==> config.mk <==
export PLATFORM = sky130hd
export DESIGN_NAME = rot_scheduler
export DESIGN_NICKNAME = d
export VERILOG_FILES = /design/src/rtl/rot_sched_pkg.sv /design/src/rtl/rot_scheduler_rr_arbiter.sv /design/src/rtl/rot_scheduler.sv
export SDC_FILE = /design/constraint.sdc
export NUM_CORES = 1
export LEC_CHECK = 0
export ABC_AREA = 1
export CAP_MARGIN = 20
export CELL_PAD_IN_SITES_DETAIL_PLACEMENT = 2
export CELL_PAD_IN_SITES_GLOBAL_PLACEMENT = 2
export CORE_MARGIN = 2
export CORE_UTILIZATION = 25
export DETAILED_ROUTE_END_ITERATION = 8
export PLACE_DENSITY = 0.91
export SLEW_MARGIN = 0
export SYNTH_ARGS = -nofsm -noshare
export SYNTH_HDL_FRONTEND = slang
export SYNTH_SLANG_ARGS = --single-unit
==> constraint.sdc <==
create_clock -name clk -period 2.9 [get_ports clk]
set_clock_uncertainty 0.05 [all_clocks]
set_input_delay 0.435 -clock clk [delete_from_list [all_inputs] [get_ports clk]]
set_output_delay 0.435 -clock clk [all_outputs]
set_load 0.02 [all_outputs]
==> src/rtl/rot_sched_pkg.sv <==
// Shared types and helpers for the rotate scheduler.
// Used by rot_scheduler and rr_arbiter; optional build macro ROT_SCHED_PRIO_EN
// is consumed by rr_arbiter.
package rot_sched_pkg;

  localparam int unsigned DATA_W   = 8;
  localparam int unsigned SHIFT_W  = 3;
  // Widest requester index (NUM_REQ <= 8)
  localparam int unsigned ID_MAX_W = 3;

  typedef struct packed {
    logic [DATA_W-1:0]   data;
    logic [SHIFT_W-1:0]  shift;
    logic [ID_MAX_W-1:0] id;
  } stage_t;

  // Left-rotate: out[k] = in[(k - s) mod DATA_W]
  function automatic logic [DATA_W-1:0] rotl(input logic [DATA_W-1:0] d,
                                             input logic [SHIFT_W-1:0] s);
    logic [2*DATA_W-1:0] w;
    w = {d, d} << s;
    return w[2*DATA_W-1:DATA_W];
  endfunction

endpackage

==> src/rtl/rot_scheduler_rr_arbiter.sv <==
// Round-robin arbiter with internal last-grant pointer.
// ROT_SCHED_PRIO_EN: requester 0 wins whenever it requests; the others
// rotate among themselves and the pointer only tracks their grants.
module rr_arbiter
  import rot_sched_pkg::*;
#(
  parameter int unsigned NUM_REQ = 4,
  localparam int unsigned ID_W   = $clog2(NUM_REQ)
) (
  input  logic               clk,
  input  logic               rst_n,
  input  logic [NUM_REQ-1:0] req,
  input  logic               advance,
  output logic [NUM_REQ-1:0] grant
);

  logic [ID_W-1:0] last_grant;
  logic [ID_W-1:0] gidx;
  logic            found;

  // Search from last_grant+1, first requesting index wins
  always_comb begin
    grant = '0;
    gidx  = '0;
    found = 1'b0;
`ifdef ROT_SCHED_PRIO_EN
    if (req[0]) begin
      grant[0] = 1'b1;
      found    = 1'b1;
    end
`endif
    for (int unsigned off = 0; off < NUM_REQ; off++) begin
      int unsigned idx;
      idx = (32'(last_grant) + 1 + off) % NUM_REQ;
`ifdef ROT_SCHED_PRIO_EN
      if (!found && idx != 0 && req[idx]) begin
`else
      if (!found && req[idx]) begin
`endif
        grant[idx] = 1'b1;
        gidx       = ID_W'(idx);
        found      = 1'b1;
      end
    end
  end

  // Pointer moves only on an accepted transfer
  always_ff @(posedge clk or negedge rst_n) begin
    if (!rst_n) begin
      last_grant <= ID_W'(NUM_REQ - 1);
    end else begin
`ifdef ROT_SCHED_PRIO_EN
      if (advance && found && gidx != '0) last_grant <= gidx;
`else
      if (advance && found) last_grant <= gidx;
`endif
    end
  end

endmodule

==> src/rtl/rot_scheduler.sv <==
// Rotate scheduler: round-robin picks one requester's operand into stage 1,
// stage 2 holds the left-rotated result until the downstream accepts it.
// Build option ROT_SCHED_PRIO_EN (see rr_arbiter) gives requester 0 priority.
module rot_scheduler #(
  parameter int unsigned NUM_REQ = 4,
  parameter int unsigned DATA_W  = 8,
  localparam int unsigned ID_W   = $clog2(NUM_REQ)
) (
  input  logic                      clk,
  input  logic                      rst_n,
  input  logic [NUM_REQ-1:0]        req_valid,
  output logic [NUM_REQ-1:0]        req_ready,
  input  logic [NUM_REQ*DATA_W-1:0] req_data,
  input  logic [NUM_REQ*3-1:0]      req_shift,
  output logic                      resp_valid,
  input  logic                      resp_ready,
  output logic [DATA_W-1:0]         resp_data,
  output logic [ID_W-1:0]           resp_id,
  output logic                      busy
);

  import rot_sched_pkg::*;

  stage_t              s1;
  logic                s1_valid;
  logic                s2_valid;
  logic [DATA_W-1:0]   s2_data;
  logic [ID_W-1:0]     s2_id;

  logic                s2_take;
  logic                s1_open;
  logic [NUM_REQ-1:0]  arb_grant;
  stage_t              sel;

  // Stage 2 can load when empty or draining; stage 1 when empty or advancing.
  // Grants are held off during reset so nothing transfers while rst_n is low.
  always_comb begin
    s2_take   = !s2_valid || resp_ready;
    s1_open   = rst_n && (!s1_valid || s2_take);
    req_ready = s1_open ? arb_grant : '0;
  end

  rr_arbiter #(.NUM_REQ(NUM_REQ)) u_arb (
    .clk     (clk),
    .rst_n   (rst_n),
    .req     (req_valid),
    .advance (|req_ready),
    .grant   (arb_grant)
  );

  // Mux the granted requester's operand into a stage entry
  always_comb begin
    sel = '0;
    for (int unsigned i = 0; i < NUM_REQ; i++) begin
      if (req_ready[i]) begin
        sel.data  = req_data[i*DATA_W +: DATA_W];
        sel.shift = req_shift[i*3 +: 3];
        sel.id    = ID_MAX_W'(i);
      end
    end
  end

  // Stage 1: operand register
  always_ff @(posedge clk or negedge rst_n) begin
    if (!rst_n) begin
      s1_valid <= 1'b0;
      s1       <= '0;
    end else if (s1_open) begin
      s1_valid <= |req_ready;
      if (|req_ready) s1 <= sel;
    end
  end

  // Stage 2: rotated result register, held under backpressure
  always_ff @(posedge clk or negedge rst_n) begin
    if (!rst_n) begin
      s2_valid <= 1'b0;
      s2_data  <= '0;
      s2_id    <= '0;
    end else if (s2_take) begin
      s2_valid <= s1_valid;
      if (s1_valid) begin
        s2_data <= rotl(s1.data, s1.shift);
        s2_id   <= ID_W'(s1.id);
      end
    end
  end

  // Output mapping
  always_comb begin
    resp_valid = s2_valid;
    resp_data  = s2_data;
    resp_id    = s2_id;
    busy       = s1_valid || s2_valid;
  end

endmodule

**After elaboration in Yosys (flattened, before gate mapping)**

Index checks and enable logic that the tools add are counted.

- Bits in writable memories: 0
- Memory bits (read-only): 0
- Output and inout bits: 16
- Input bits: 51
- Latch bits: 0
- Word-level logic and storage cells: 77
- Bits in registers: 27
- Memories kept: 0

- $lt $le $gt $ge: 8
- $mul: 0
- Shift-type cells: 1
- Reductions and logical operators: 20
- Add/sub/neg operators: 4
- Divide/modulo/power cells: 0
- Bitwise logic cells: 3
- Equal/unequal tests: 0
- Multiplexer cells: 33

Operators by type and width:

| operator | number |
|---|---|
| two-way mux 14 bit | 4 |
| two-way mux 4 bit | 5 |
| << shifter 16 x 3 -> 16 bit | 1 |
| less-than comparator 2 x 3 -> 1 bit (second input constant) | 4 |
| two-way mux 1 bit | 12 |
| OR 4 bit | 3 |
| logical AND 1 bit | 9 |
| binary-select mux 1 bit (select 2 bit) | 4 |
| demux 1 bit (select 2 bit) | 4 |
| greater-or-equal comparator 2 x 1 -> 1 bit (second input constant) | 4 |
| two-way mux 2 bit | 4 |
| logical NOT 1 bit | 5 |
| adder 2 x 1 -> 2 bit (second input constant) | 2 |
| adder 2 bit (second input constant) | 2 |
| AND reduction 2 bit | 2 |
| OR reduction 4 bit | 1 |
| logical OR 1 bit | 3 |

**Logic depth before layout (Yosys ltp)**

- Word-level depth: 18
- Gate-level depth with buffers: 19
- Mapped depth without buffers: 17

**Hierarchy**

From an unflattened synthesis, not the netlist that was laid out.

- Cells, all modules: 392
- Area, all modules: 2,479.9 um^2

Modules (own cells, without submodules):

| module | seq. area each (um^2) | area an instance (um^2) | times used | cells an instance |
|---|---|---|---|---|
| rot_scheduler | 625.6 | 1,941.9 | 1 | 303 |
| rr_arbiter | 52.6 | 538.0 | 1 | 89 |

**Least setup slack after synthesis**

OpenSTA, ideal clock, no wires.

- Path kind: register -> output
- From: register u_arb.last_grant[0]
- To: output port req_ready[3]
- Arrival time: 2,176 ps
- Data required time: 2,415 ps
- Cell stages (with the launch flop): 14
- Path buffers: 2
- Slack: 239 ps
- Cell sequence: dfstp_2 > buf_6 > inv_4 > ha_1 > inv_1 > nand3_2 > nand2_4 > nor2_4 > and3_4 > nand2_1 > nand3_1 > nand2_2 > buf_4 > inv_1

- Word-level cells in the longest chain between the ends: 14
- Elaborated cells on any way between the ends: 49
- Those cells by class: add/sub (4); order compare (8); mux (24); bitwise (3); reduce/logical (10)

Ends and longest elaborated chain:

| element | RTL line | text |
|---|---|---|
| start, declared | rot_scheduler_rr_arbiter.sv:17 | `logic [ID_W-1:0] last_grant;` |
| start signal, assigned | rot_scheduler_rr_arbiter.sv:50 | `last_grant <= ID_W'(NUM_REQ - 1);` |
| start signal, assigned | rot_scheduler_rr_arbiter.sv:55 | `if (advance && found) last_grant <= gidx;` |
| adder 2 x 1 -> 2 bit * | rot_scheduler_rr_arbiter.sv:34 | `idx = (32'(last_grant) + 1 + off) % NUM_REQ;` |
| parallel branches: the longest is 11 deep, another holds less-than comparator 2 x 3 -> 1 bit | - |  |
| two-way mux 4 bit * | rot_scheduler_rr_arbiter.sv:38 | `if (!found && req[idx]) begin` |
| two-way mux 4 bit * | rot_scheduler.sv:40 | `req_ready = s1_open ? arb_grant : '0;` |
| end, declared | rot_scheduler.sv:12 | `output logic [NUM_REQ-1:0] req_ready,` |

Every way passes the cells marked *. The select of a mux whose other input is x is not followed.

**Worst setup path after layout**

- From: register u_arb.last_grant[0]
- To: output port req_ready[1]

The elaborated chain is that of the path after synthesis.

==> out/results.ini <==
[routing]
wirelength_um=8640
ant_nets=0
drt_iter0_markers=88
via_per_inst=4.82
dr_total_vias=2593
wl_per_cell_um=16.1
dr.pass1.iters=4
drc=0

[synthesis]
syn_area_sq_mm=0.00228
synth_top_family_by_area=simple AND/OR/NAND/NOR gates
synth_fa_ha_area_frac=0.0275
synth_edf_count=0
synth-simple-area-share=0.454
ys_types=34
synth_ff_type=dfrtp_1
synth_most_common_cell=nand2_1
ys_top_cells_by_count=nand2_1, inv_1, nand3_1, nor2_1, dfrtp_1
yosys.area.top_type=dfrtp_1
ys_seq_area_frac=0.298
synthArstFlopShare=1.00
synthMuxAreaShare=0
synth_area_leaders=dfrtp_1, nand2_1, nand3_1, inv_1, nor2_1
synth_compound_area_frac=0.112
syn_nets=398
synth_top_cell_area_share=0.275
synthXorXnorAreaFrac=0
synth_cells=342
synth-seq-cells=27
ys_warn_count=0
syn_area_per_cell_sq_um=6.66

[final_layout]
seqCellArea_sq_um=678
fin_area_sq_mm=0.00329
areaGrowthSynthToFinish_pct=44.3
nFillCells=1061
nNetsFinal=487
finalNonFillerCells=538
multiInputGateArea_sq_mm=0.00139
drive_gt1_frac=0.200
diodes=0

[worst_setup_path]
crit_start=u_arb.last_grant[0]
critPathRequiredTime_ps=2410
critPathSlowestCell=dfstp_2
start_kind=register
critical_path.max_stage_delay_ps=580
crit_chain=inv_4 > ha_1 > or2_4 > o21ai_2 > buf_4 > nand4_1 > nand2_2 > nand2_4 > inv_2 > buf_2
arrival_ps=2320
crit_path_end_kind=primary output
reg2reg_from=u_arb.last_grant[1]
path_class=register to primary output
crit_fanout=3

[die]
start_util=0.260
num_rows=34
core_area_sq_mm=0.00876
die-width_um=99.4
dieHeight_um=99.4
pin_count=67
die-area_sq_mm=0.00989

[pwr]
internal_power_w=0.00205
power_w=0.00429
power_frac_clock=0.053
pwr-share-seq=0.180
switching_share=0.524
combPwrFrac=0.767
vdd_drop_max_mv=0.375
p_per_area_mw_per_mm2=1310
p_leak_nw=1.63
net-switching-power_w=0.00225

[cts]
cts_tree=yes
clk_pin_slew_ps=110
root_buffer=clkbuf_8
clock_sinks=27
numCtsBuffers=3
clk_latency_ps=290
clockBufferDepth=2
htreeDepth=1

[placement]
placed_cells=531
dp_hpwl_um=7170
placed_area_sq_mm=0.00317
io_buffers=66
gp_congestion=0.818
dp_slack_ps=-167

[global_route]
grt_pass1_vias=2902
grt_first_pass_wirelength_um=14600
gr-max-usage-layer=met2
grt-ovfl-total=0
gr-usage-met1=0.223
grt_start_max_net_pins=28
grt_use_met2=0.344
grt_util_met3=0.0225
grtUsageTotal=0.183
antenna_found_initial=0

[min_path]
hp-class=register to register
min_from=s1[0]

[sta]
min_period_ps=2800
period_share=0.966
final_hold_viol_count=0
maxSlewViolCount=0
timing.final.ws_setup_ps=97.6
max-slew-margin-rel=0.761
timing.fmax_mhz=357
fin_setup_tns_ps=0
setup_viol=0
worst_pin_slew_ps=355
rsz0062_at_grt=no

[outcome]
outcome=finished clean

[flow_run]
maxCapViolations=0

-- cell type report --
type	count	area share
multi-input cells	263	0.422
repair buffers	94	0.267
flip-flops and latches	27	0.206
inverters	42	0.0487
well taps	108	0.0411
clock buffers	3	0.0126
clock inverters	1	0.00228
-- state kept, by name (all words and copies together), names as in the netlist --
name / count
resp_data: 8
resp_id: 2
resp_valid: 1
s1: 13
s1_valid: 1
u_arb.last_grant: 2
-- critical path, delay by kind of cell, from the launching register on --
kind	cells	cell delay (ps)
simple gates	4	620
flops	1	580
buf+inv	4	420
fa+ha+maj	1	220
compound gates	1	180
-- through the flow --
| step | util | hold slack, ps |
|---|---|---|
| floorplan | - | 89.4 |
| global placement | 0.362 | 409 |
| detailed placement | 0.362 | 410 |
| CTS | 0.371 | 437 |
| global route | 0.375 | 478 |
| finish | 0.375 | 431 |
-- cell families (layout without fill, tap and decap cells) --
| logic type | count (synthesis) | after routing |
|---|---|---|
| AOI/OAI and AO/OA | 42 | 42 |
| adders and majority gates | 5 | 5 |
| buffers and inverters | 52 | 140 |
| DFF | 27 | 27 |
| and+or+nand+nor | 216 | 216 |
-- power groups by stage --
stage | clock [W] | sequential (W) | combinational [W]
2_1_floorplan | 0 | 0.000789 | 0.00202
3_3_place_gp | 0 | 0.000752 | 0.00286
3_5_place_dp | 0 | 0.000777 | 0.00310
4_1_cts | 0.000237 | 0.000774 | 0.00317
5_1_grt | 0.000247 | 0.000802 | 0.00365
6_report | 0.000228 | 0.000771 | 0.00329
-- layout by cell type, fill, tap and decap left out, types with 2 or more instances in the layout --
cell type / n
nand2_2: 13
dfstp_2: 2
o21ai_1: 3
inv_2: 5
nand2_1: 115
clkdlybuf4s50_1: 62
nand2_4: 4
inv_1: 35
nand3_1: 31
nor2_4: 2
buf_2: 2
o21ai_0: 22
nand3_2: 7
ha_1: 3
nand4_1: 2
clkbuf_8: 3
nor2_2: 6
ha_4: 2
o22a_1: 8
nor2_1: 31
dfrtp_1: 25
a21oi_1: 3
buf_6: 2
buf_4: 26
-- worst paths after layout --
path	to	slack, ps	cells past startpoint
worst max-delay path	req_ready[1]	100	10
worst min-delay path	s1[0]	430	2
worst max register to register	s1[10]	170	16
worst min register to register	s1[0]	430	2
max in group asynchronous	u_arb.last_grant[0]	1990	2
min in group asynchronous	s1_valid	500	2
-- layer usage --
layer	up-vias	share of wire
li1	1257	-
met4	0	0.0083
met1	1273	0.43
met2	56	0.52
met5	-	0
met3	7	0.036
-- repair_timing --
item | in CTS | in global routing
setup endpoints to repair | 14 | 19
gates resized for setup | 24 | 5
hold buffers | 0 | 0
setup buffers | 0 | 3
pin swaps | 1 | 3
cloned | 0 | 0
Power figures use the tool's default switching activity.
